### src/rtl/heapsort_siftdown_ctrl.sv
// Sift-down engine: restores the max-heap property below a root by walking down the
// heap and handing index pairs to the external combinational swap stage.
//
// state | meaning
// IDLE  | waiting for start_i; latches vector, size, root
// CMP   | compare cur with its children, pick the largest
// SWAP  | capture swap stage result, descend to the swapped child
// DONE  | one-cycle completion pulse
module heapsort_siftdown_ctrl #(
   parameter int N  = 5,
   parameter int W  = 32,
   parameter int IW = 16
) (
   input  logic            system1000,
   input  logic            system1000_rstn,
   input  logic            start_i,
   input  logic [N*W-1:0]  vec_i,
   input  logic [IW-1:0]   root_i,
   input  logic [IW-1:0]   size_i,
   output logic            busy_o,
   output logic            done_o,
   output logic [N*W-1:0]  vec_o,
   output logic [N*W-1:0]  swap_vec_o,
   output logic [IW-1:0]   swap_i_o,
   output logic [IW-1:0]   swap_j_o,
   input  logic [N*W-1:0]  swap_res_i
);

   typedef enum logic [1:0] {S_IDLE, S_CMP, S_SWAP, S_DONE} state_t;

   localparam logic [IW-1:0] N_IW = IW'(N);

   state_t          state_q, state_d;
   logic [N*W-1:0]  vec_q, vec_d;
   logic [IW-1:0]   sz_q, sz_d;
   logic [IW-1:0]   cur_q, cur_d;
   logic [IW-1:0]   swap_i_q, swap_i_d;
   logic [IW-1:0]   swap_j_q, swap_j_d;

   logic [IW-1:0]         sz_clamp;
   logic [IW:0]           cur_x, l_x, r_x, sz_x, lg_x;
   logic signed [W-1:0]   lg_val, l_val, r_val;

   // Out-of-range indices read as 0; callers only use them after a bounds check.
   function automatic logic signed [W-1:0] elem(input logic [N*W-1:0] v, input logic [IW:0] idx);
      logic signed [W-1:0] e;
      e = '0;
      for (int k = 0; k < N; k++) begin
         if (idx == (IW+1)'(k)) e = v[(N-1-k)*W +: W];
      end
      return e;
   endfunction

   always_comb begin
      sz_clamp = (size_i > N_IW) ? N_IW : size_i;
      cur_x    = {1'b0, cur_q};
      l_x      = {cur_q, 1'b1};
      r_x      = l_x + (IW+1)'(1);
      sz_x     = {1'b0, sz_q};
      l_val    = elem(vec_q, l_x);
      r_val    = elem(vec_q, r_x);
      lg_x     = cur_x;
      lg_val   = elem(vec_q, cur_x);
      // Strict greater-than keeps the earlier candidate on ties.
      if (l_x < sz_x && l_val > lg_val) begin
         lg_x   = l_x;
         lg_val = l_val;
      end
      if (r_x < sz_x && r_val > lg_val) begin
         lg_x   = r_x;
         lg_val = r_val;
      end
   end

   always_comb begin
      state_d  = state_q;
      vec_d    = vec_q;
      sz_d     = sz_q;
      cur_d    = cur_q;
      swap_i_d = swap_i_q;
      swap_j_d = swap_j_q;
      unique case (state_q)
         S_IDLE: begin
            if (start_i) begin
               vec_d   = vec_i;
               sz_d    = sz_clamp;
               cur_d   = root_i;
               state_d = (root_i >= sz_clamp) ? S_DONE : S_CMP;
            end
         end
         S_CMP: begin
            if (lg_x == cur_x) begin
               state_d = S_DONE;
            end else begin
               swap_i_d = cur_q;
               swap_j_d = lg_x[IW-1:0];
               state_d  = S_SWAP;
            end
         end
         S_SWAP: begin
            vec_d   = swap_res_i;
            cur_d   = swap_j_q;
            state_d = S_CMP;
         end
         S_DONE:  state_d = S_IDLE;
         default: state_d = S_IDLE;
      endcase
   end

   always_ff @(posedge system1000) begin
      if (!system1000_rstn) begin
         state_q  <= S_IDLE;
         vec_q    <= '0;
         sz_q     <= '0;
         cur_q    <= '0;
         swap_i_q <= '0;
         swap_j_q <= '0;
      end else begin
         state_q  <= state_d;
         vec_q    <= vec_d;
         sz_q     <= sz_d;
         cur_q    <= cur_d;
         swap_i_q <= swap_i_d;
         swap_j_q <= swap_j_d;
      end
   end

   assign busy_o     = (state_q == S_CMP) || (state_q == S_SWAP);
   assign done_o     = (state_q == S_DONE);
   assign vec_o      = vec_q;
   assign swap_vec_o = vec_q;
   assign swap_i_o   = swap_i_q;
   assign swap_j_o   = swap_j_q;

endmodule

### config.mk
export PLATFORM = sky130hd
export DESIGN_NAME = heapsort_siftdown_ctrl
export DESIGN_NICKNAME = d
export VERILOG_FILES = /design/src/rtl/heapsort_siftdown_ctrl.sv
export SDC_FILE = /design/constraint.sdc
export NUM_CORES = 1
export LEC_CHECK = 0
export ABC_CLOCK_PERIOD_IN_PS = 9500
export CAP_MARGIN = 15
export CELL_PAD_IN_SITES_DETAIL_PLACEMENT = 2
export CELL_PAD_IN_SITES_GLOBAL_PLACEMENT = 2
export CORE_AREA = 2 2 275 277
export CTS_BUF_LIST = sky130_fd_sc_hd__clkbuf_2 sky130_fd_sc_hd__clkbuf_4 sky130_fd_sc_hd__clkbuf_8
export DETAILED_ROUTE_END_ITERATION = 8
export DIE_AREA = 0 0 277 279
export PLACE_DENSITY = 0.8
export SETUP_SLACK_MARGIN = 0.1
export SLEW_MARGIN = 15
export SYNTH_ARGS = -nofsm -noshare
export SYNTH_HDL_FRONTEND = slang
export SYNTH_SLANG_ARGS = --single-unit
### constraint.sdc
create_clock -name system1000 -period 9.5 [get_ports system1000]
set_input_delay 1.9 -clock system1000 [delete_from_list [all_inputs] [get_ports system1000]]
set_output_delay 1.9 -clock system1000 [all_outputs]
set_load 0.005 [all_outputs]
==> impl_metrics.ini, run 1 <==
[clock_network]
clk_path_buf_depth = 3
cts_tree = yes
cts_root_buffer = clkbuf_8
clkLatencyLatePin_ns = 0.63
h-tree-depth = 2
cts.clk_slew.worst_paths_ns = 0.06
cts_buffers = 47
holdBufCountCts = 0
clock_sinks = 226

[flow_run]
maxCapViolCount = 0

[power]
leakagePower_nw = 11.2
ir_drop_mv = 0.126
total_power_mw = 5.52
powerDensity_nw_per_um2 = 217

[synthesis]
netlist.area_leader.share_pct = 26.0
synth-edff-count = 0
synth_seq_cells = 226
synth_top_family_by_area = compound AO/OA/AOI/OAI gates
postSynth.asyncResetShare_pct = 0
synthTopCellsByArea = dfxtp_1, mux2i_1, o211a_1
synth_compound_area_share_pct = 22.2
yosysTopAreaCell = dfxtp_1
synth_xor_area_share_pct = 1.16
syn_area_per_cell_um2 = 8.53
synth_cells = 2044
ys_warn_count = 0
synth_area_um2 = 17400
synth_flop_cell = dfxtp_1
synth_fa_ha_area_share_pct = 8.47
synthSimpleGateAreaFrac_pct = 14.7
synth_mux_area_share_pct = 15.6
synth.yosys.seq_area_share_pct = 26.0
ys_types = 71

[worst_setup_path]
cp_top_family = simple AND/OR/NAND/NOR gates
rr_startpoint = cur_q[10]
reg2reg_setup_slack_ns = 0.63
crit_path_end_kind = flop
critical_path_required_ns = 10.03
crit_fanout = 32
cp_slowest_cell = or4bb_1
r2r_end = swap_j_o[9]
path_buf_inv = 4
cp_slowest_stage_delay_ns = 0.58
critPathLaunchType = flop
critPathKind = reg2reg
critPathArrivalTime_ns = 9.40
crit_top_cell = buf_4
r2r_cells = 30

[grt]
grt_max_degree = 199
grtUsageTotal_pct = 22.3
first_global_vias = 19700
grt_pass1_wl_um = 132000
grt_antenna_before_repair = 4
grt_remaining_overflow = 0

[route]
ant_nets = 0
dr_wl_met2_um = 45900
top_layer_used = met4
vias = 17800
wire_per_inst_um = 25.2
wl_met1_um = 37700
drt_iter0_drc = 795
drt-total-wl_um = 89300
dr_wl_met3_um = 4350
drt_pass1_iterations = 7
drcViolationCount = 0
via_per_inst = 5.02

[final_layout]
final_cell_mix = clkdlybuf4s50_1, nand2_1, dfxtp_1
drive_gt1_share_pct = 9.18
syn2layout_area_growth_pct = 45.9
layout_commonest_cell = clkdlybuf4s50_1
final_cells = 3542
fin_util_pct = 34.3
nets = 3008
fill_cells = 8196

[floorplanning]
fp.dieH_um = 279
start_util_pct = 23.5
die_w_um = 277
io_pins = 709
rows = 100
die_area_um2 = 77300
core_um2 = 74100

[timing]
drv_slew = 0
rsz0062_at_grt = no
slew_headroom_pct = 26.4
tightestPinTransition_ns = 1.10
period_share_pct = 93.4
hold_viol_final = 0
setup_violations = 0
min_period_ns = 8.87
max_freq_mhz = 113
fin_worst_skew_ns = 0.0280
layout_setup_ws_ns = 0.629

[worst_hold_path]
worstHoldStart = sz_q[15]
hp-class = reg2reg
min_to = sz_q[15]
hold_depth = 1

[place]
dp_cells = 3450
place_ws_ns = -0.00418
dp_hpwl_um = 70200
place_congestion = 0.825
portBuffers = 708

[outcome]
status = finished clean
==> routing by layer <==
metal  track usage (%)  vias to the layer above
met1              26.6                     8947
met2              41.5                      529
met5                 0                        -
met4              4.52                        0
met3              4.00                       90
li1                  -                     8207
==> worst reg2reg max path, delay by kind of cell, from the launching register on <==
| kind | cells | cell delay (ns) |
|---|---|---|
| AND/OR/NAND/NOR | 12 | 3.23 |
| AO/OA/AOI/OAI | 11 | 2.98 |
| multiplexers | 1 | 0.39 |
| adder cells (fa/ha/maj) | 2 | 0.67 |
| buffers and inverters | 4 | 1.05 |
| flip-flops | 1 | 0.45 |
==> repair_timing <==
item,in CTS,in global routing
gates cloned,1,0
pin swaps,1,2
buffers inserted,0,4
gates resized for setup,1,5
setup endpoints to repair,10,33
==> worst max path at each step <==
stage,cells past startpoint,slack [ns],to,startpoint
floorplan,32,1.82,swap_i_o[5],cur_q[4]
global placement,30,0.55,swap_j_o[9],cur_q[10]
detailed placement,30,-0.004,swap_j_o[9],cur_q[10]
CTS,30,0.17,swap_j_o[9],cur_q[10]
global route,30,0.11,swap_j_o[9],cur_q[10]
finish,30,0.63,swap_j_o[9],cur_q[10]
==> registers in the layout, indices dropped and copies added, names as in the netlist <==
signal      cells
state_q         2
swap_j_o       16
sz_q           16
cur_q          16
swap_vec_o    160
swap_i_o       16
==> cell families (layout without fill, tap and decap cells) <==
group           after synthesis  count (layout)
simple gates                547             548
compound gates              484             484
buf+inv                     382             897
mux                         263             263
flops                       226             226
fa+ha+maj                   118             118
xor+xnor                     23              23
other cells                   1              14
==> per-stage QoR <==
stage                     TNS (ns)  hold WS [ns]  instance area (um^2)
after floorplan                  0         0.453                 17500
after global placement           0         0.469                 24300
after detailed placement  -0.00418         0.470                 24300
after CTS                        0         0.485                 25400
after global routing             0         0.496                 25400
final                            0         0.482                 25400
==> where the power goes <==
part	switching [mW]	internal (mW)	total (mW)	leakage [nW]
combinational	1.44	1.41	2.85	8.74
clock	0.483	0.661	1.14	0.550
sequential	0.389	1.13	1.52	1.86
==> cell type report <==
class,instances,area (um^2),share of cell area [%]
multi-input cells,1449,11000,43.2
repair buffers,749,7450,29.3
flip-flops and latches,226,4530,17.8
well taps,969,1210,4.77
clock buffers,76,952,3.74
inverters,62,233,0.915
clock inverters,10,83.8,0.330
diodes,1,2.50,0.00984
==> cells in the mapped netlist, types with 4 or more instances <==
cell / number
o221ai_1: 4
xor2_1: 9
a21oi_1: 102
nand4_1: 19
nor4_1: 10
ha_1: 118
o22ai_2: 10
buf_6: 4
o211a_1: 176
nand2_1: 298
and2_1: 7
nor3_1: 12
mux2i_1: 200
nor3b_1: 32
nand3_1: 17
and3_1: 14
or2_2: 4
a22oi_1: 33
a211oi_1: 5
a21o_1: 17
dfxtp_1: 226
nor2_1: 86
inv_1: 62
o211ai_1: 5
o22ai_1: 4
buf_1: 18
a221oi_1: 4
o21a_1: 5
mux2_2: 63
or3_1: 4
o21ai_0: 27
clkbuf_1: 130
nor2b_1: 22
buf_4: 160
a31o_2: 4
xnor2_1: 14
a31oi_1: 32
a22o_1: 31
buf_2: 8
No activity file was read; power rests on OpenSTA's default activity.
==> run 2, diff against run 1 <==
SKIP_CTS_REPAIR_TIMING = 1   (was unset)
==> run 2 against run 1 <==
Net effect: count of clock-buffer cells in the layout is the same; highest routed layer unchanged; critical endpoint unchanged; via count is essentially flat; largest power group unchanged; design area is the same; utilization is the same; sequential cell count is the same.
==> impl_metrics.ini, run 2 (synthesis results as in run 1) <==
[clock_network]
clk_path_buf_depth = 3
cts_buffers = 47
clock_sinks = 226
cts_root_buffer = clkbuf_8
cts.clk_slew.worst_paths_ns = 0.06
h-tree-depth = 2
cts_tree = yes
clkLatencyLatePin_ns = 0.63

[grt]
grt_pass1_wl_um = 132000
grt_remaining_overflow = 0
grt_antenna_before_repair = 4
grt_max_degree = 199
first_global_vias = 19700
grtUsageTotal_pct = 22.3

[worst_setup_path]
cp_slowest_stage_delay_ns = 0.58
critPathArrivalTime_ns = 9.42
critPathKind = reg2reg
crit_path_end_kind = flop
crit_fanout = 32
cp_slowest_cell = or4bb_1
crit_top_cell = buf_4
critical_path_required_ns = 10.03
critPathLaunchType = flop

[route]
drt-total-wl_um = 89300
vias = 17800
via_per_inst = 5.02
drt_pass1_iterations = 5
drcViolationCount = 0
wire_per_inst_um = 25.2
drt_iter0_drc = 814
ant_nets = 0

[timing]
tightestPinTransition_ns = 1.10
rsz0062_at_grt = no
min_period_ns = 8.88
period_share_pct = 93.5
hold_viol_final = 0
setup_violations = 0
hold_ws_ns = 0.482
drv_slew = 0
max_freq_mhz = 113
fin_worst_skew_ns = 0.0280
slew_headroom_pct = 26.7

[final_layout]
nets = 3008
layout_commonest_cell = clkdlybuf4s50_1
multiInputGateArea_um2 = 11000
final_cells = 3542
register_area_um2 = 4530
drive_gt1_share_pct = 9.18
largest_register_ffs = 160
fill_cells = 8196
syn2layout_area_growth_pct = 45.9
final_cell_mix = clkdlybuf4s50_1, nand2_1, dfxtp_1
fin_util_pct = 34.3

[floorplanning]
die_area_um2 = 77300
die_w_um = 277
start_util_pct = 23.5
io_pins = 709
fp.dieH_um = 279
core_um2 = 74100
rows = 100

[power]
powerDensity_nw_per_um2 = 217
leakagePower_nw = 11.2
ir_drop_mv = 0.126
total_power_mw = 5.53

[place]
dp_cells = 3450
place_congestion = 0.825
dp_hpwl_um = 70200
portBuffers = 708

[worst_hold_path]
hp-class = reg2reg

[outcome]
status = finished clean

[flow_run]
maxCapViolCount = 0
-- run 2: cell counts in the layout (fill, tap and decap cells not counted) --
No cell type changed its count.
-- run 2: layer usage --
metal  up-vias  wire length [um]  global-route usage [%]
li1       8209                 -                       -
met5         -                 0                       0
met3        88              4320                    4.01
met1      8949             37700                    26.5
met2       518             45900                    41.5
met4         0              1400                    4.47
-- run 2: area by class of cell --
cell class / instances / area share (%)
multi-input cells: 1449 / 43.2
repair buffers: 749 / 29.3
flip-flops and latches: 226 / 17.8
well taps: 969 / 4.77
clock buffers: 76 / 3.74
inverters: 62 / 0.915
clock inverters: 10 / 0.330
diodes: 1 / 0.00984
-- run 2: final timing paths --
check | slack, ns | depth (start not counted) | startpoint | to
hold / removal | 0.48 | 1 | sz_q[15] | sz_q[15]
hold reg to reg | 0.48 | 1 | sz_q[15] | sz_q[15]
setup reg to reg | 0.62 | 30 | cur_q[10] | swap_j_o[9]
setup / recovery | 0.62 | 30 | cur_q[10] | swap_j_o[9]
-- run 2: power breakdown --
group	internal (mW)	leakage, nW	switching [mW]
Sequential	1.13	1.86	0.389
Clock	0.661	0.550	0.484
Combinational	1.41	8.74	1.45
-- run 2: metrics by stage --
stage	instance area [um^2]	setup TNS [ns]	setup slack, ns
final	25400	0	0.617
after global routing	25400	0	0.105
after CTS	25400	-0.0231	-0.0231
after detailed placement	24300	-0.00418	-0.00418
after global placement	24300	0	0.554
after floorplan	17500	0	1.82
-- run 2: critical path, delay by kind of cell (launching register included) --
family / cells / cell delay, ns
and+or+nand+nor: 12 / 3.25
adders and majority gates: 2 / 0.67
AOI/OAI and AO/OA: 11 / 2.97
buffers and inverters: 4 / 1.05
DFF: 1 / 0.45
muxes: 1 / 0.38
==> run 3, diff against run 2 <==
PLACE_DENSITY = unset   (was 0.8)
PLACE_DENSITY_LB_ADDON = 0.1   (was unset)
==> run 3 against run 2 <==
Net effect: first-iteration DRC count is 12% lower; clock power about the same; total power shrank 1.6%; clock skew is 0.0054 ns lower; non-clock buffer count down 3; critical path depth fell by 2; sequential power barely moved; design area down 0.29%; die area stayed put; largest cell class unchanged.
==> impl_metrics.ini, run 3 (synthesis results as in run 1) <==
[outcome]
status = finished clean

[final_layout]
nets = 3006
layout_commonest_cell = clkdlybuf4s50_1
drive_gt1_share_pct = 8.96
largest_register_ffs = 160
final_cells = 3538
final_cell_mix = clkdlybuf4s50_1, nand2_1, dfxtp_1
syn2layout_area_growth_pct = 45.5

[route]
drt-total-wl_um = 87600
vias = 17500
drt_pass1_iterations = 7
wire_per_inst_um = 24.8
ant_nets = 0
drt_iter0_drc = 715
via_per_inst = 4.96
drcViolationCount = 0

[timing]
finalSetupTns_ns = 0
tightestPinTransition_ns = 1.02
max_freq_mhz = 113
fin_worst_skew_ns = 0.0226
drv_slew = 0
hold_viol_final = 0
rsz0062_at_grt = no
min_period_ns = 8.82
period_share_pct = 92.8
layout_setup_ws_ns = 0.681
slew_headroom_pct = 32.0
setup_violations = 0

[grt]
grt_antenna_before_repair = 4
grt_pass1_wl_um = 127000
grtUsageTotal_pct = 21.7
grt_remaining_overflow = 0
grt_max_degree = 100
first_global_vias = 19100

[power]
leakagePower_nw = 11.1
powerDensity_nw_per_um2 = 214
ir_drop_mv = 0.0844
total_power_mw = 5.44

[worst_setup_path]
cp_slowest_stage_delay_ns = 0.77
critPathKind = reg2reg
critPathLaunchType = flop
crit_path_end_kind = flop
critPathArrivalTime_ns = 9.32
cp_slowest_cell = nor2_2
crit_top_cell = buf_4
crit_fanout = 32
critical_path_required_ns = 10.01

[place]
place_congestion = 0.788
dp_hpwl_um = 68200
dp_cells = 3450
portBuffers = 708
place_ws_ns = -0.0660

[floorplanning]
fp.dieH_um = 279
die_w_um = 277
core_um2 = 74100
rows = 100
start_util_pct = 23.5
io_pins = 709
die_area_um2 = 77300

[worst_hold_path]
hp-class = reg2reg

[clock_network]
h-tree-depth = 2
cts.clk_slew.worst_paths_ns = 0.05
clk_path_buf_depth = 3
clock_sinks = 226
cts_tree = yes
cts_root_buffer = clkbuf_8
clkLatencyLatePin_ns = 0.64
cts_buffers = 47

[flow_run]
maxCapViolCount = 0
[run 3: changes by cell type in the layout (fill, tap and decap cells not counted), sizes merged]
cell and change:
buf -4, clkbuf -4, bufinv +2, and2 +1, clkinv +1, clkinvlp -1
diode +1
[run 3: where the power goes]
part           switching, mW  leakage [nW]  internal [mW]
combinational           1.37          8.71           1.37
sequential             0.388          1.86           1.13
clock                  0.488         0.553          0.683
[run 3: layer usage]
| layer | GRT usage, % | part of all wire (%) | vias to the layer above |
|---|---|---|---|
| li1 | - | - | 8196 |
| met4 | 4.71 | 1.8 | 0 |
| met1 | 26.1 | 43 | 8809 |
| met2 | 40.0 | 51 | 444 |
| met3 | 3.82 | 4.2 | 86 |
| met5 | 0 | 0 | - |
[run 3: path summary, 6_finish.rpt]
| kind | startpoint | endpoint | slack [ns] | cells past startpoint |
|---|---|---|---|---|
| hold reg to reg | sz_q[15] | sz_q[15] | 0.48 | 1 |
| setup / recovery | cur_q[3] | swap_i_o[9] | 0.68 | 28 |
| setup reg to reg | cur_q[3] | swap_i_o[9] | 0.68 | 28 |
| hold / removal | sz_q[15] | sz_q[15] | 0.48 | 1 |
[run 3: critical path, delay by kind of cell, from the launching register on]
kind,cells,cell delay (ns)
simple gates,11,3.79
compound gates,10,2.19
buf+inv,3,1.01
mux,2,0.72
fa+ha+maj,2,0.64
flops,1,0.31
[run 3: cell type report]
type                       instances  area [um^2]
clock inverter                    12          144
timing repair buffer             746         7380
inverter                          62          233
sequential                       226         4530
antenna                            2         5.00
fill                            8210        48700
multi-input combinational       1450        11000
tap                              969         1210
clock buffer                      71          896
[run 3: stage by stage]
stage	hold WS (ns)	utilization, %	instance area [um^2]
2_1_floorplan	0.453	-	17500
3_3_place_gp	0.467	32.8	24300
3_5_place_dp	0.469	32.8	24300
4_1_cts	0.484	34.2	25300
5_1_grt	0.496	34.2	25400
6_report	0.484	34.2	25400
